$ cat config.mk
export PLATFORM = sky130hd
export DESIGN_NAME = led_scan_ctrl
export DESIGN_NICKNAME = d
export VERILOG_FILES = /design/src/rtl/led_scan_ctrl.sv
export SDC_FILE = /design/constraint.sdc
export NUM_CORES = 1
export LEC_CHECK = 0
export BUFFER_PORTS_ARGS = -buffer_cell sky130_fd_sc_hd__buf_4
export CAP_MARGIN = 30
export CELL_PAD_IN_SITES_DETAIL_PLACEMENT = 1
export CELL_PAD_IN_SITES_GLOBAL_PLACEMENT = 1
export CORE_MARGIN = 2
export CORE_UTILIZATION = 31
export DETAILED_ROUTE_END_ITERATION = 12
export GPL_TIMING_DRIVEN = 0
export MAX_ROUTING_LAYER = met4
export PLACE_DENSITY = 0.49
export SLEW_MARGIN = 0
export SYNTH_ARGS = -nofsm -noshare
export SYNTH_HDL_FRONTEND = slang
export SYNTH_SLANG_ARGS = --single-unit
$ cat constraint.sdc
create_clock -name CLK -period 5.9 [get_ports CLK]
set_input_delay 0.59 -clock CLK [delete_from_list [all_inputs] [get_ports CLK]]
set_output_delay 0.59 -clock CLK [all_outputs]
set_load 0.1 [all_outputs]
$ cat src/rtl/led_scan_ctrl.sv
// Double-buffered LED frame scanner: UART bytes fill the write bank while the display
// bank is shifted out row by row (SHIFT -> LATCH -> SHOW), banks swapping at frame end.
module led_scan_ctrl #(
    parameter int ROWS       = 8,
    parameter int COLS       = 32,
    parameter int CLK_DIV    = 4,
    parameter int ON_CYCLES  = 1000,
    parameter int GAP_CYCLES = 50000
) (
    input  logic                    CLK,
    input  logic                    RST,
    input  logic [7:0]              rx_data,
    input  logic                    rx_valid,
    output logic                    DO,
    output logic                    CLKimpr,
    output logic                    LAT,
    output logic                    STB,
    output logic [$clog2(ROWS)-1:0] ROW,
    output logic                    frame_done
);

    localparam int BPR     = COLS / 8;
    localparam int NBYTES  = ROWS * BPR;
    localparam int RW      = $clog2(ROWS);
    localparam int PW      = $clog2(NBYTES);
    localparam int BW      = $clog2(COLS);
    localparam int CNT_MAX = (2 * CLK_DIV > ON_CYCLES) ? 2 * CLK_DIV : ON_CYCLES;
    localparam int CW      = $clog2(CNT_MAX);
    localparam int GW      = $clog2(GAP_CYCLES + 1);

    localparam logic [CW-1:0] BIT_LAST  = CW'(2 * CLK_DIV - 1);
    localparam logic [CW-1:0] HALF      = CW'(CLK_DIV);
    localparam logic [CW-1:0] LAT_LAST  = CW'(CLK_DIV - 1);
    localparam logic [CW-1:0] SHOW_LAST = CW'(ON_CYCLES - 1);
    localparam logic [BW-1:0] COL_LAST  = BW'(COLS - 1);
    localparam logic [RW-1:0] ROW_LAST  = RW'(ROWS - 1);
    localparam logic [PW-1:0] PTR_LAST  = PW'(NBYTES - 1);
    localparam logic [GW-1:0] GAP_MAX   = GW'(GAP_CYCLES);

    typedef enum logic [1:0] {SHIFT, LATCH, SHOW} state_t;

    state_t          state, state_nxt;
    logic [CW-1:0]   cnt;
    logic            phase_end;
    logic [BW-1:0]   bit_cnt;
    logic [RW-1:0]   scan_row;
    logic [PW-1:0]   wr_ptr, wr_idx, rd_addr;
    logic [GW-1:0]   gap_cnt;
    logic            gap_hit, frame_last, swap_now;
    logic            swap_pending, disp_bank, disp_valid;
    logic [7:0]      rd_byte;
    logic [7:0]      mem [2][NBYTES];

    // A byte arriving once the gap has expired is always byte 0 of a new frame.
    assign gap_hit    = (gap_cnt == GAP_MAX);
    assign wr_idx     = gap_hit ? '0 : wr_ptr;
    assign frame_last = rx_valid && (wr_idx == PTR_LAST);
    assign swap_now   = (state == SHOW) && phase_end && (scan_row == ROW_LAST) && swap_pending;

    always_ff @(posedge CLK) begin
        if (rx_valid && !RST)
            mem[~disp_bank][wr_idx] <= rx_data;
    end

    always_ff @(posedge CLK) begin
        if (RST) begin
            wr_ptr       <= '0;
            gap_cnt      <= '0;
            frame_done   <= 1'b0;
            swap_pending <= 1'b0;
            disp_bank    <= 1'b0;
            disp_valid   <= 1'b0;
        end else begin
            frame_done <= frame_last;
            if (rx_valid) begin
                gap_cnt <= '0;
                wr_ptr  <= frame_last ? '0 : wr_idx + PW'(1);
            end else begin
                if (!gap_hit) gap_cnt <= gap_cnt + GW'(1);
                if (gap_hit)  wr_ptr  <= '0;
            end
            if (swap_now) begin
                disp_bank    <= ~disp_bank;
                disp_valid   <= 1'b1;
                swap_pending <= 1'b0;
            end
            // A completion coinciding with the swap arms the next boundary.
            if (frame_last) swap_pending <= 1'b1;
        end
    end

    always_ff @(posedge CLK) begin
        if (RST) begin
            state    <= SHIFT;
            cnt      <= '0;
            bit_cnt  <= '0;
            scan_row <= '0;
            ROW      <= '0;
        end else begin
            state <= state_nxt;
            cnt   <= phase_end ? '0 : cnt + CW'(1);
            if (state == SHIFT && phase_end)
                bit_cnt <= (bit_cnt == COL_LAST) ? '0 : bit_cnt + BW'(1);
            if (state == SHIFT && phase_end && bit_cnt == COL_LAST)
                ROW <= scan_row;
            if (state == SHOW && phase_end)
                scan_row <= (scan_row == ROW_LAST) ? '0 : scan_row + RW'(1);
        end
    end

    always_comb begin
        phase_end = 1'b0;
        state_nxt = state;
        case (state)
            SHIFT: begin
                phase_end = (cnt == BIT_LAST);
                if (phase_end && bit_cnt == COL_LAST) state_nxt = LATCH;
            end
            LATCH: begin
                phase_end = (cnt == LAT_LAST);
                if (phase_end) state_nxt = SHOW;
            end
            SHOW: begin
                phase_end = (cnt == SHOW_LAST);
                if (phase_end) state_nxt = SHIFT;
            end
            default: state_nxt = SHIFT;
        endcase
    end

    assign rd_addr = PW'(int'(scan_row) * BPR + int'(bit_cnt >> 3));
    assign rd_byte = mem[disp_bank][rd_addr];

    always_comb begin
        DO      = 1'b0;
        CLKimpr = 1'b0;
        LAT     = 1'b0;
        STB     = 1'b0;
        case (state)
            SHIFT: begin
                DO      = disp_valid && rd_byte[3'd7 - bit_cnt[2:0]];
                CLKimpr = (cnt >= HALF);
            end
            LATCH:   LAT = 1'b1;
            SHOW:    STB = 1'b1;
            default: ;
        endcase
    end

endmodule

* After elaboration in Yosys (flattened, before gate mapping)
Memories as Yosys holds them, arrays and structs flattened. A register that Yosys moved wholly into a read port is not among the register bits.
Cells that the tools add are included.
** Cells by class
- Order comparisons :: 5
- Reduce and logical (&&, ||, !) cells :: 16
- Add/sub/neg operators :: 7
- Eq/ne operators :: 12
- Bitwise gates (word level) :: 3
- Multiplexer cells :: 27
** Operators by type and width (number)
- 256-bit two-way mux :: 1
- 8-bit binary-select mux with 5-bit select :: 1
- 8-bit demux with 5-bit select :: 1
- 8-bit two-way mux :: 3
- 5-bit two-way mux :: 4
- 16-bit by 1-bit adder with 16-bit output, second input constant :: 1
- 16-bit equality test, second input constant :: 1
- 6-bit >= comparator, second input constant :: 2
- 5-bit NOT with 6-bit output :: 2
- 10-bit by 1-bit adder with 10-bit output, second input constant :: 1
- 5-bit by 1-bit adder with 5-bit output, second input constant :: 2
- 10-bit equality test, second input constant :: 1
- 10-bit by 2-bit equality test with 1-bit output, second input constant :: 1
- 10-bit by 3-bit equality test with 1-bit output, second input constant :: 1
- 5-bit equality test, second input constant :: 2
- 10-bit by 3-bit >= comparator with 1-bit output, second input constant :: 1
- 1-bit logical AND :: 10
- 1-bit two-way mux :: 10
- 6-bit by 1-bit < comparator with 1-bit output, second input constant :: 1
- 2-bit two-way mux :: 3
- 2-bit case mux with 3 select lines :: 1
- 5-bit by 2-bit adder with 5-bit output :: 1
- 3-bit by 4-bit < comparator with 1-bit output, second input constant :: 1
- 2-bit by 1-bit != test with 1-bit output, second input constant :: 2
- 15 further kinds :: 16
** Storage, ports and cells
- Memories :: 1
- Input bits :: 11
- Word-level logic and storage cells :: 82
- Register bits after elaboration :: 48
- Memory bits (writable) :: 512
- Output and inout bits :: 8
** Memories
- mem :: depth 2, width 256, read ports 1, clocked after Yosys merged registers in 1, write ports 1, line 52 : logic [7:0] mem [2][NBYTES];

* Longest topological paths before layout
- Depth after elaboration :: 9
- Depth in mapped cells :: 13
- Mapped depth without buffers :: 12

* Least setup slack after synthesis
OpenSTA, ideal clock, no wires.
- Path type :: register to output
- Start :: register cnt[3]
- End :: output port CLKimpr
- Slack :: 2.536 ns
- Buffers on the path :: 0
- Arrival :: 2.774 ns
- Stages on the path, launching flop included :: 5
- Data required time :: 5.310 ns
- Cells stage by stage :: dfxtp_1 -> or4_1 -> nor4_2 -> nor2b_1 -> nor3_1
** Between the ends
- Longest elaborated chain between the ends :: 2
** RTL lines
- start, declared :: line 43 : logic [CW-1:0] cnt;
- start signal, assigned :: line 101 : cnt <= phase_end ? '0 : cnt + CW'(1);
- 10-bit by 3-bit >= comparator with 1-bit output :: line 142 : CLKimpr = (cnt >= HALF);
- 1-bit two-way mux :: line 139 : case (state)
- end, declared :: line 15 : output logic CLKimpr,
No other way between the ends.

* Worst setup path after layout
- Start :: register bit_cnt[4]
- End :: output port DO
** Between the ends
- Longest elaborated chain between the ends :: 9
** RTL lines
- start, declared :: line 45 : logic [BW-1:0] bit_cnt;
- start signal, assigned :: line 103 : bit_cnt <= (bit_cnt == COL_LAST) ? '0 : bit_cnt + BW'(1);
- 5-bit by 2-bit adder with 5-bit output :: line 131 : assign rd_addr = PW'(int'(scan_row) * BPR + int'(bit_cnt >> 3));
- 5-bit NOT with 6-bit output (not written as such) :: line 132 : assign rd_byte = mem[disp_bank][rd_addr];
- 8-bit binary-select mux with 5-bit select :: line 132
- 8-bit two-way mux (not written as such) (2 in series) :: line 132
- 1-bit binary-select mux with 3-bit select :: line 141 : DO = disp_valid && rd_byte[3'd7 - bit_cnt[2:0]];
- 1-bit two-way mux (not written as such) :: line 141
- 1-bit logical AND :: line 141
- 1-bit two-way mux :: line 139
- end, declared :: line 14 : output logic DO,
No other way between the ends. The select of a mux whose other input is x is not followed.

==> flow_metrics.env <==
export IMPL_ios=19
export IMPL_setup_ws_ns=0.689
export IMPL_clk_latency_ns=0.62
export IMPL_syn_area_per_cell_um2=18.4
export IMPL_clock_skew_ns=0.0157
export IMPL_dp_hpwl_um=44000
export IMPL_muxShareOfSynthArea_pct=14.1
export IMPL_nets=1326
export IMPL_fin_setup_tns_ns=0
export IMPL_max_freq_mhz=192
export IMPL_p_sw_share_pct=20.4
export IMPL_setup_viol=0
export IMPL_rrSetupSlack_ns=1.66
export IMPL_power_frac_comb_pct=1.4
export IMPL_clk_pin_slew_ns=0.06
export IMPL_synthDistinctLibCells=68
export IMPL_yosysWarnings=0
export IMPL_cts_hold_buf=0
export IMPL_grt_remaining_overflow=0
export IMPL_crit_fanout=10
export IMPL_clkPwrFrac_pct=44.9
export IMPL_cp_data_required_time_ns=5.31
export IMPL_peakVddDrop_uv=200
export IMPL_final_core_util_pct=35.8
export IMPL_power_density_nw_per_um2=316
export IMPL_cts_setup_buffers=0
export IMPL_synth_area_um2=22400
export IMPL_min_path_cells=2
export IMPL_synthAdderAreaFrac_pct=0.727
export IMPL_viasPerCell=5.17
export IMPL_wire_per_inst_um=29.9
export IMPL_status="complete, no violations"
export IMPL_crit_path_start_kind="flip-flop"
export IMPL_cts_resized=0
export IMPL_cts_buffers=58
export IMPL_r2r_start="gap_cnt[0]"
export IMPL_routabilityCongestion=0.925
export IMPL_end_kind="output pin"
export IMPL_p_switching_uw=1650
export IMPL_synth_top_family_by_area="multiplexers"
export IMPL_drv_slew=0
export IMPL_reg2reg_to="mem[1][196]"
export IMPL_yosys_area_share_xor_xnor_pct=0.861
export IMPL_fin_area_um2=25600
export IMPL_endpoint="DO"
export IMPL_grt_pass1_vias=12400
export IMPL_synth_edf_count=512
export IMPL_die_area_um2=74300
export IMPL_p_leak_uw=0.00782
export IMPL_final_common_cell="edfxtp_1"
export IMPL_drc=0
export IMPL_dr_pass1_iters=7
export IMPL_placed_area_um2=23700
export IMPL_wirelength_um=68800
export IMPL_intPower_uw=6440
export IMPL_r2r_cells=10
export IMPL_p_seq_share_pct=53.7
export IMPL_core_area_um2=71500
export IMPL_clockRootBuffer="clkbuf_16"
export IMPL_cp_arrival_ns=4.62
export IMPL_yosysSeqAreaShare_pct=73.1
export IMPL_min_path_type="primary input to flip-flop"
export IMPL_first_iter_violations=892
export IMPL_gr_usage_all_layers_pct=19.2
export IMPL_synth_compound_area_share_pct=3.41
export IMPL_grt_max_degree=65
export IMPL_maxCapViolations=0
export IMPL_area_delta_synth_final_pct=14.3
export IMPL_synth_seq_cells=561
export IMPL_die_y_um=273
export IMPL_tightest_slew_ns=1.11
export IMPL_period_needed_ns=5.21
export IMPL_synthFlopType="edfxtp_1"
export IMPL_antenna_cells=0
export IMPL_worstSetupPathType="flip-flop to output pin"
export IMPL_drtAntennaViolNets=0
export IMPL_grt_pass1_wl_um=97200
export IMPL_yosys_area_share_simple_pct=5.90
export IMPL_crit_path_start="bit_cnt[4]"
export IMPL_async_flop_share_pct=0
export IMPL_start_util_pct=31.3
export IMPL_cts_tree="done"
export IMPL_layout_common_cells="edfxtp_1 (512), nor2_1 (125), mux4_2 (122)"
export IMPL_layout_drive_gt1_share_pct=19.4
export IMPL_htree_levels=2
export IMPL_slew_headroom_pct=25.8
export IMPL_rsz0062_at_grt="no"
export IMPL_synthesis_nets=1243
export IMPL_synthCells=1219
export IMPL_period_share_pct=88.3
export IMPL_vias=11900
export IMPL_dieWidth_um=273
export IMPL_hold_viol=0
export IMPL_rows=98
export IMPL_dp_slack_ns=1.41
export IMPL_io_buffer_count=18
export IMPL_cts_sinks=561
export IMPL_clockBufferDepth=3
export IMPL_grt_antenna_before_repair=1
[stage by stage]
stage	hold slack [ns]	instances	total power, µW
floorplan	0.426	1219	4460
global placement	0.435	2187	4540
detailed placement	0.463	2190	4550
CTS	0.189	2296	8180
global route	0.218	2298	8340
finish	0.226	2298	8100
[layer usage]
| layer | wire length, µm | GRT usage [%] | share of wire, % |
|---|---|---|---|
| met3 | 2800 | 2.57 | 4.1 |
| met1 | 31600 | 26.5 | 46 |
| met2 | 32400 | 29.7 | 47 |
| met5 | 0 | - | 0 |
| met4 | 1940 | 5.61 | 2.8 |
[worst max-delay path, cell delays in order, from the launching register on]
cell and delay (ns):
dfxtp_1 0.39, clkbuf_1 0.53, nor2b_1 0.60, clkbuf_1 0.88, a22oi_1 0.25, a21oi_1 0.26, o21ai_0 0.23, nand4_1 0.20
a32o_1 0.31, buf_4 0.34
[cell usage after synthesis (all sizes together) (3+ instances only)]
| cell type | n | area (µm²) |
|---|---|---|
| nor2b | 14 | 87.6 |
| dfxtp | 49 | 981 |
| a2111oi | 4 | 41.3 |
| mux4 | 125 | 2830 |
| nor3b | 5 | 37.5 |
| nor2 | 125 | 469 |
| mux2 | 10 | 113 |
| o22ai | 4 | 25.0 |
| a221oi | 3 | 26.3 |
| or2 | 3 | 18.8 |
| buf | 31 | 235 |
| nor3 | 13 | 65.1 |
| nor4 | 4 | 31.3 |
| a211oi | 6 | 45.0 |
| xnor2 | 9 | 78.8 |
| edfxtp | 512 | 15400 |
| nand4 | 12 | 81.3 |
| o21ai | 12 | 60.1 |
| a31oi | 6 | 37.5 |
| nand2 | 41 | 154 |
| and2 | 5 | 31.3 |
| nand3 | 19 | 95.1 |
| a21oi | 26 | 130 |
| or3 | 7 | 43.8 |
| and3 | 7 | 43.8 |
| nand2b | 7 | 43.8 |
| ha | 13 | 163 |
| a22oi | 23 | 173 |
| mux2i | 22 | 220 |
| xor2 | 13 | 114 |
| a22o | 4 | 35.0 |
| inv | 17 | 63.8 |
| clkbuf | 33 | 124 |
| nand3b | 5 | 37.5 |
[worst min path at each step]
stage	from	to	slack, ns
CTS	RST	state[0]	0.19
global placement	cnt[0]	cnt[0]	0.44
finish	RST	state[0]	0.23
global route	RST	state[0]	0.22
detailed placement	cnt[0]	cnt[0]	0.46
floorplan	cnt[0]	cnt[0]	0.43
[kinds of logic after synthesis]
group	after synthesis
muxes	157
xor gates and xnor gates	22
AOI/OAI and AO/OA	109
and+or+nand+nor	276
buffers and inverters	81
DFF	561
adders and majority gates	13
[flip-flops by register name, indices dropped and copies added, names as in the netlist, 2 cells and up, named ones only]
register / cells
mem: 512
gap_cnt: 16
cnt: 10
bit_cnt: 5
wr_ptr: 5
ROW: 3
scan_row: 3
state: 2
[power by group through the flow]
| stage | Combinational [µW] | Clock, µW | Sequential (µW) |
|---|---|---|---|
| floorplan | 29.6 | 0 | 4430 |
| global placement | 111 | 0 | 4430 |
| detailed placement | 117 | 0 | 4430 |
| CTS | 116 | 3720 | 4350 |
| global route | 123 | 3880 | 4340 |
| finish | 112 | 3640 | 4350 |
[final cells by class]
class / instances / area (µm²)
clock inverters: 30 / 289
clock buffers: 76 / 1540
plain buffers: 64 / 359
inverters: 17 / 63.8
well taps: 950 / 1190
fillers: 7092 / 45900
flip-flops and latches: 561 / 16400
multi-input cells: 577 / 5600
repair buffers: 23 / 191
Power figures use the tool's default switching activity.
